## config.mk

```make
export PLATFORM = sky130hd
export DESIGN_NAME = fetch_unit
export DESIGN_NICKNAME = d
export VERILOG_FILES = /design/src/rtl/fetch_unit.sv
export SDC_FILE = /design/constraint.sdc
export NUM_CORES = 1
export LEC_CHECK = 0
export ABC_AREA = 1
export CAP_MARGIN = 5
export CORE_MARGIN = 2
export CORE_UTILIZATION = 57
export CTS_BUF_LIST = sky130_fd_sc_hd__clkbuf_4 sky130_fd_sc_hd__clkbuf_8
export CTS_CLUSTER_DIAMETER = 30
export DETAILED_ROUTE_END_ITERATION = 10
export GPL_ROUTABILITY_DRIVEN = 0
export PLACE_DENSITY = 0.8
export RECOVER_POWER = 100
export SYNTH_ARGS = -nofsm -noshare
export SYNTH_HDL_FRONTEND = slang
export SYNTH_SLANG_ARGS = --single-unit
```

## constraint.sdc

```tcl
create_clock -name clk -period 6.1 [get_ports clk]
set_input_delay 1.22 -clock clk [delete_from_list [all_inputs] [get_ports clk]]
set_output_delay 1.22 -clock clk [all_outputs]
set_load 0.02 [all_outputs]
```

## src/rtl/fetch_unit.sv

```systemverilog
// Instruction-fetch front end: PC register driving a combinational imem and a
// first-word-fall-through prefetch queue of {pc, word} entries feeding decode.
module fetch_unit #(
  parameter int           N        = 64,
  parameter int           DEPTH    = 4,
  parameter logic [N-1:0] RESET_PC = '0,
  localparam int          PW       = $clog2(DEPTH),
  localparam int          CW       = $clog2(DEPTH+1)
) (
  input  logic          clk,
  input  logic          reset,
  output logic [N-1:0]  IM_addr,
  input  logic [31:0]   IM_readData,
  input  logic          redirect,
  input  logic [N-1:0]  redirect_pc,
  output logic          instr_valid,
  input  logic          instr_ready,
  output logic [31:0]   instr,
  output logic [N-1:0]  instr_pc,
  output logic [CW-1:0] count
);

  logic [N-1:0]  r_pc;
  logic [PW-1:0] r_rd_ptr;
  logic [PW-1:0] r_wr_ptr;
  logic [CW-1:0] r_count;

  logic [N-1:0]  r_q_pc   [DEPTH];
  logic [31:0]   r_q_word [DEPTH];

  logic          w_pop;
  logic          w_push;
  logic [N-1:0]  w_redir_pc;

  assign w_pop      = instr_valid & instr_ready;
  // A full queue still accepts a word when the head leaves in the same cycle.
  assign w_push     = ~redirect & ((r_count < CW'(DEPTH)) | w_pop);
  assign w_redir_pc = redirect_pc & ~N'(3);

  always_ff @(posedge clk or negedge reset) begin
    if (!reset) begin
      r_pc     <= RESET_PC;
      r_rd_ptr <= '0;
      r_wr_ptr <= '0;
      r_count  <= '0;
    end else if (redirect) begin
      r_pc     <= w_redir_pc;
      r_rd_ptr <= '0;
      r_wr_ptr <= '0;
      r_count  <= '0;
    end else begin
      if (w_push) begin
        r_pc     <= r_pc + N'(4);
        r_wr_ptr <= r_wr_ptr + PW'(1);
      end
      if (w_pop)
        r_rd_ptr <= r_rd_ptr + PW'(1);
      case ({w_push, w_pop})
        2'b10:   r_count <= r_count + CW'(1);
        2'b01:   r_count <= r_count - CW'(1);
        default: r_count <= r_count;
      endcase
    end
  end

  // Storage is deliberately not reset; validity is tracked by r_count alone.
  always_ff @(posedge clk) begin
    if (w_push) begin
      r_q_pc[r_wr_ptr]   <= r_pc;
      r_q_word[r_wr_ptr] <= IM_readData;
    end
  end

  assign IM_addr     = r_pc;
  assign instr_valid = (r_count != '0);
  assign instr       = r_q_word[r_rd_ptr];
  assign instr_pc    = r_q_pc[r_rd_ptr];
  assign count       = r_count;

endmodule

```

==> flow_metrics.py <==
metrics = {
    "critical_path": {
        "slowest_stage": "dfrtp_2",
        "crit_fanout": 69,
        "critical_path.cell_chain": "clkbuf_2 > o21ai_0 > o22ai_1 > dlygate4sd3_1",
        "critPathLaunch": "r_rd_ptr[0]",
        "end_kind": "output port",
        "cp.buffers_inverters": 2,
        "worst_setup_path_start_kind": "flip-flop",
        "r2r_start": "count[2]",
        "slowest_delay_ns": 1.22,
        "crit_type": "reg -> out",
        "cp_data_required_time_ns": 4.88,
        "worstPathArrival_ns": 4.03,
        "cp_top_family": "buffers and inverters",
    },
    "global_routing": {
        "grt_pass1_vias": 13920,
        "antenna_found_initial": 11,
        "grt_pass1_wl_um": 76940,
        "top_usage_layer": "met2",
        "grt_util_met2_pct": 45.95,
        "grt_use_met1_pct": 37.32,
        "grt_max_degree": 106,
        "grt-ovfl-total": 0,
        "grt.total_usage_pct": 28.54,
        "met3_usage_pct": 4.702,
    },
    "detailed_routing": {
        "avgRoutedWirePerCell_um": 20.16,
        "remaining_drc_errors": 0,
        "ant_nets": 0,
        "viasPerCell": 5.788,
        "drt_wl_total_um": 50320,
        "drtPass1Iterations": 6,
        "drtIter0Drc": 1458,
        "vias": 14450,
    },
    "timing": {
        "holdWs_ns": 0.5787,
        "clock-skew-final_ns": 0.03260,
        "hold_violations": 0,
        "min_period_ns": 5.251,
        "worst_slack_ns": 0.8486,
        "final_max_slew_viol_count": 391,
        "max_freq_ghz": 0.1904,
        "setup_viol": 0,
        "fin_tns_setup_ns": 0,
        "fin_crit_sh_pct": 86.09,
        "max_slew.worst_pin.slew_ns": 2.787,
        "rsz0062_at_grt": "no",
        "slew_headroom_pct": -85.80,
    },
    "floorplanning": {
        "io_pins": 264,
        "initial_utilization_pct": 58.17,
        "die_w_um": 186.4,
        "rows": 66,
        "design.core.area_sq_um": 32620,
        "die_area_sq_um": 34760,
        "die_h_um": 186.4,
    },
    "clock_tree": {
        "cts_tree": "done",
        "clock_latency_ns": 0.63,
        "post_cts.repair.setup_buffers": 0,
        "hold_buffers": 0,
        "cts_max_path_buffers": 3,
        "cts_resized": 0,
        "cts_sinks": 445,
        "clock-root-buffer": "clkbuf_8",
        "path_clk_slew_ns": 0.05,
        "numCtsBuffers": 82,
        "ctsHtreeMaxLevel": 3,
    },
    "synthesis": {
        "syn_avg_cell_area_sq_um": 11.15,
        "yosysWarnings": 0,
        "netlist_instances": 1701,
        "synth-seq-cells": 445,
        "synth.distinct_cells": 41,
        "synth_seq_area_share_pct": 68.61,
        "syn_area_sq_um": 18970,
    },
    "cells_and_area": {
        "fillers": 2243,
        "syn_to_final_growth_pct": 24.90,
        "fin_util_pct": 72.65,
        "layout_commonest_cell": "edfxtp_1",
        "seqCellArea_sq_um": 13020,
        "fin_area_sq_um": 23700,
        "finalNetCount": 2082,
        "layout-drive-gt1-share_pct": 9.692,
        "multi_input_area_sq_um": 5373,
        "final_cell_mix": "edfxtp_1 (376), nor2_1 (311), nand2_1 (273), o21ai_0 (211), dlygate4sd3_1 (185)",
    },
    "pwr": {
        "leakage_nw": 8.610,
        "powerDensity_nw_per_um2": 393.0,
        "vdd_drop_max_uv": 224.3,
    },
    "place": {
        "place_area_sq_um": 21920,
        "portBuffers": 257,
        "hpwlAfterDp_um": 31350,
        "pre_cts_ws_ns": 1.361,
    },
    "worst_hold_path": {
        "min_from": "count[2]",
        "hold_class": "reg -> reg",
    },
    "status": {
        "status": "finished, violations left",
        "violations": "max-capacitance violations, max-slew violations",
    },
    "run": {
        "drv_cap": 7,
    },
}
[logic make-up (layout without fill, tap and decap cells)]
| kind of cell | Yosys count | count (layout) | synth area share [%] |
|---|---|---|---|
| flops | 445 | 445 | 68.61 |
| buf+inv | 154 | 493 | 3.264 |
| other cells | 1 | 15 | 0.01976 |
| fa+ha+maj | 6 | 6 | 0.4352 |
| xor+xnor | 27 | 27 | 1.246 |
| simple gates | 703 | 703 | 15.54 |
| compound gates | 365 | 365 | 10.89 |
[cells in the mapped netlist]
cell / number / area share (%)
buf_2: 21 / 0.55
nand3b_1: 1 / 0.040
inv_2: 1 / 0.020
o22ai_1: 95 / 3.1
xor2_1: 9 / 0.42
nor2_2: 12 / 0.40
nand3_2: 4 / 0.21
o31ai_1: 1 / 0.040
nand2_4: 3 / 0.18
fa_1: 1 / 0.11
o21bai_1: 5 / 0.20
a31oi_1: 1 / 0.033
nor2_1: 314 / 6.2
a211oi_1: 1 / 0.040
clkinv_1: 3 / 0.059
a21oi_1: 7 / 0.18
conb_1: 1 / 0.020
nor3_1: 6 / 0.16
edfxtp_1: 376 / 60
ha_1: 5 / 0.33
a31o_2: 1 / 0.046
nand2_2: 14 / 0.46
clkbuf_1: 58 / 1.1
o211ai_1: 3 / 0.12
o21ai_1: 8 / 0.21
buf_4: 4 / 0.16
nand2_1: 272 / 5.4
nor2_4: 8 / 0.47
nand4_1: 9 / 0.30
a22o_1: 1 / 0.046
nor3_4: 1 / 0.086
nand3_1: 57 / 1.5
buf_1: 2 / 0.040
nor2_8: 1 / 0.11
o311ai_1: 1 / 0.046
and2_1: 1 / 0.033
dfrtp_1: 69 / 9.1
inv_1: 65 / 1.3
a22oi_1: 33 / 1.3
o21ai_0: 208 / 5.5
xnor2_1: 18 / 0.83
[final cells by class]
| cell class | instances | share of cell area (%) |
|---|---|---|
| well taps | 442 | 2.334 |
| clock buffers | 103 | 5.454 |
| diodes | 11 | 0.1162 |
| inverters | 69 | 1.114 |
| repair buffers | 273 | 11.28 |
| multi-input cells | 1105 | 22.67 |
| flip-flops and latches | 445 | 54.95 |
| clock inverters | 48 | 2.080 |
[registers in the layout, summed over array words and instances (netlist names)]
signal / cells
r_q_pc: 248
r_q_word: 128
IM_addr: 62
count: 3
r_rd_ptr: 2
r_wr_ptr: 2
[routing by layer]
layer | share of wire [%] | up-vias
li1 | - | 6584
met1 | 39 | 6987
met2 | 49 | 741
met3 | 7.8 | 136
met4 | 4.3 | 0
met5 | 0 | -
[metrics by stage]
| stage | cells | total power, W |
|---|---|---|
| after global placement | 2334 | 0.006381 |
| after detailed placement | 2334 | 0.006448 |
| after CTS | 2485 | 0.009484 |
| after floorplan | 1704 | 0.005308 |
| after global routing | 2496 | 0.009708 |
| final | 2496 | 0.009314 |
[report_power, final]
part | internal [W] | switching [W] | leakage, nW
registers | 0.00374 | 0.000304 | 4.30
logic | 0.000804 | 0.00142 | 3.40
clock network | 0.00180 | 0.00125 | 0.913
total | 0.00634 | 0.00297 | 8.61
[final timing paths]
kind | endpoint | slack (ns) | cells after the start
min in group asynchronous | IM_addr[52] | 1.03 | 1
max reg2reg | r_q_word[2][28] | 1.87 | 6
min | count[2] | 0.58 | 2
max | instr[16] | 0.85 | 4
max in group asynchronous | r_rd_ptr[1] | 1.85 | 2
min reg2reg | count[2] | 0.58 | 2
[worst reg2reg max path, cell delays in order, from the launching register on]
cell	delay, ns
dfrtp_1	0.37
inv_1	0.09
nor2_1	0.14
nor2_1	0.18
inv_1	0.44
nor2_4	0.98
clkbuf_2	1.52
No activity file was read; power rests on OpenSTA's default activity.
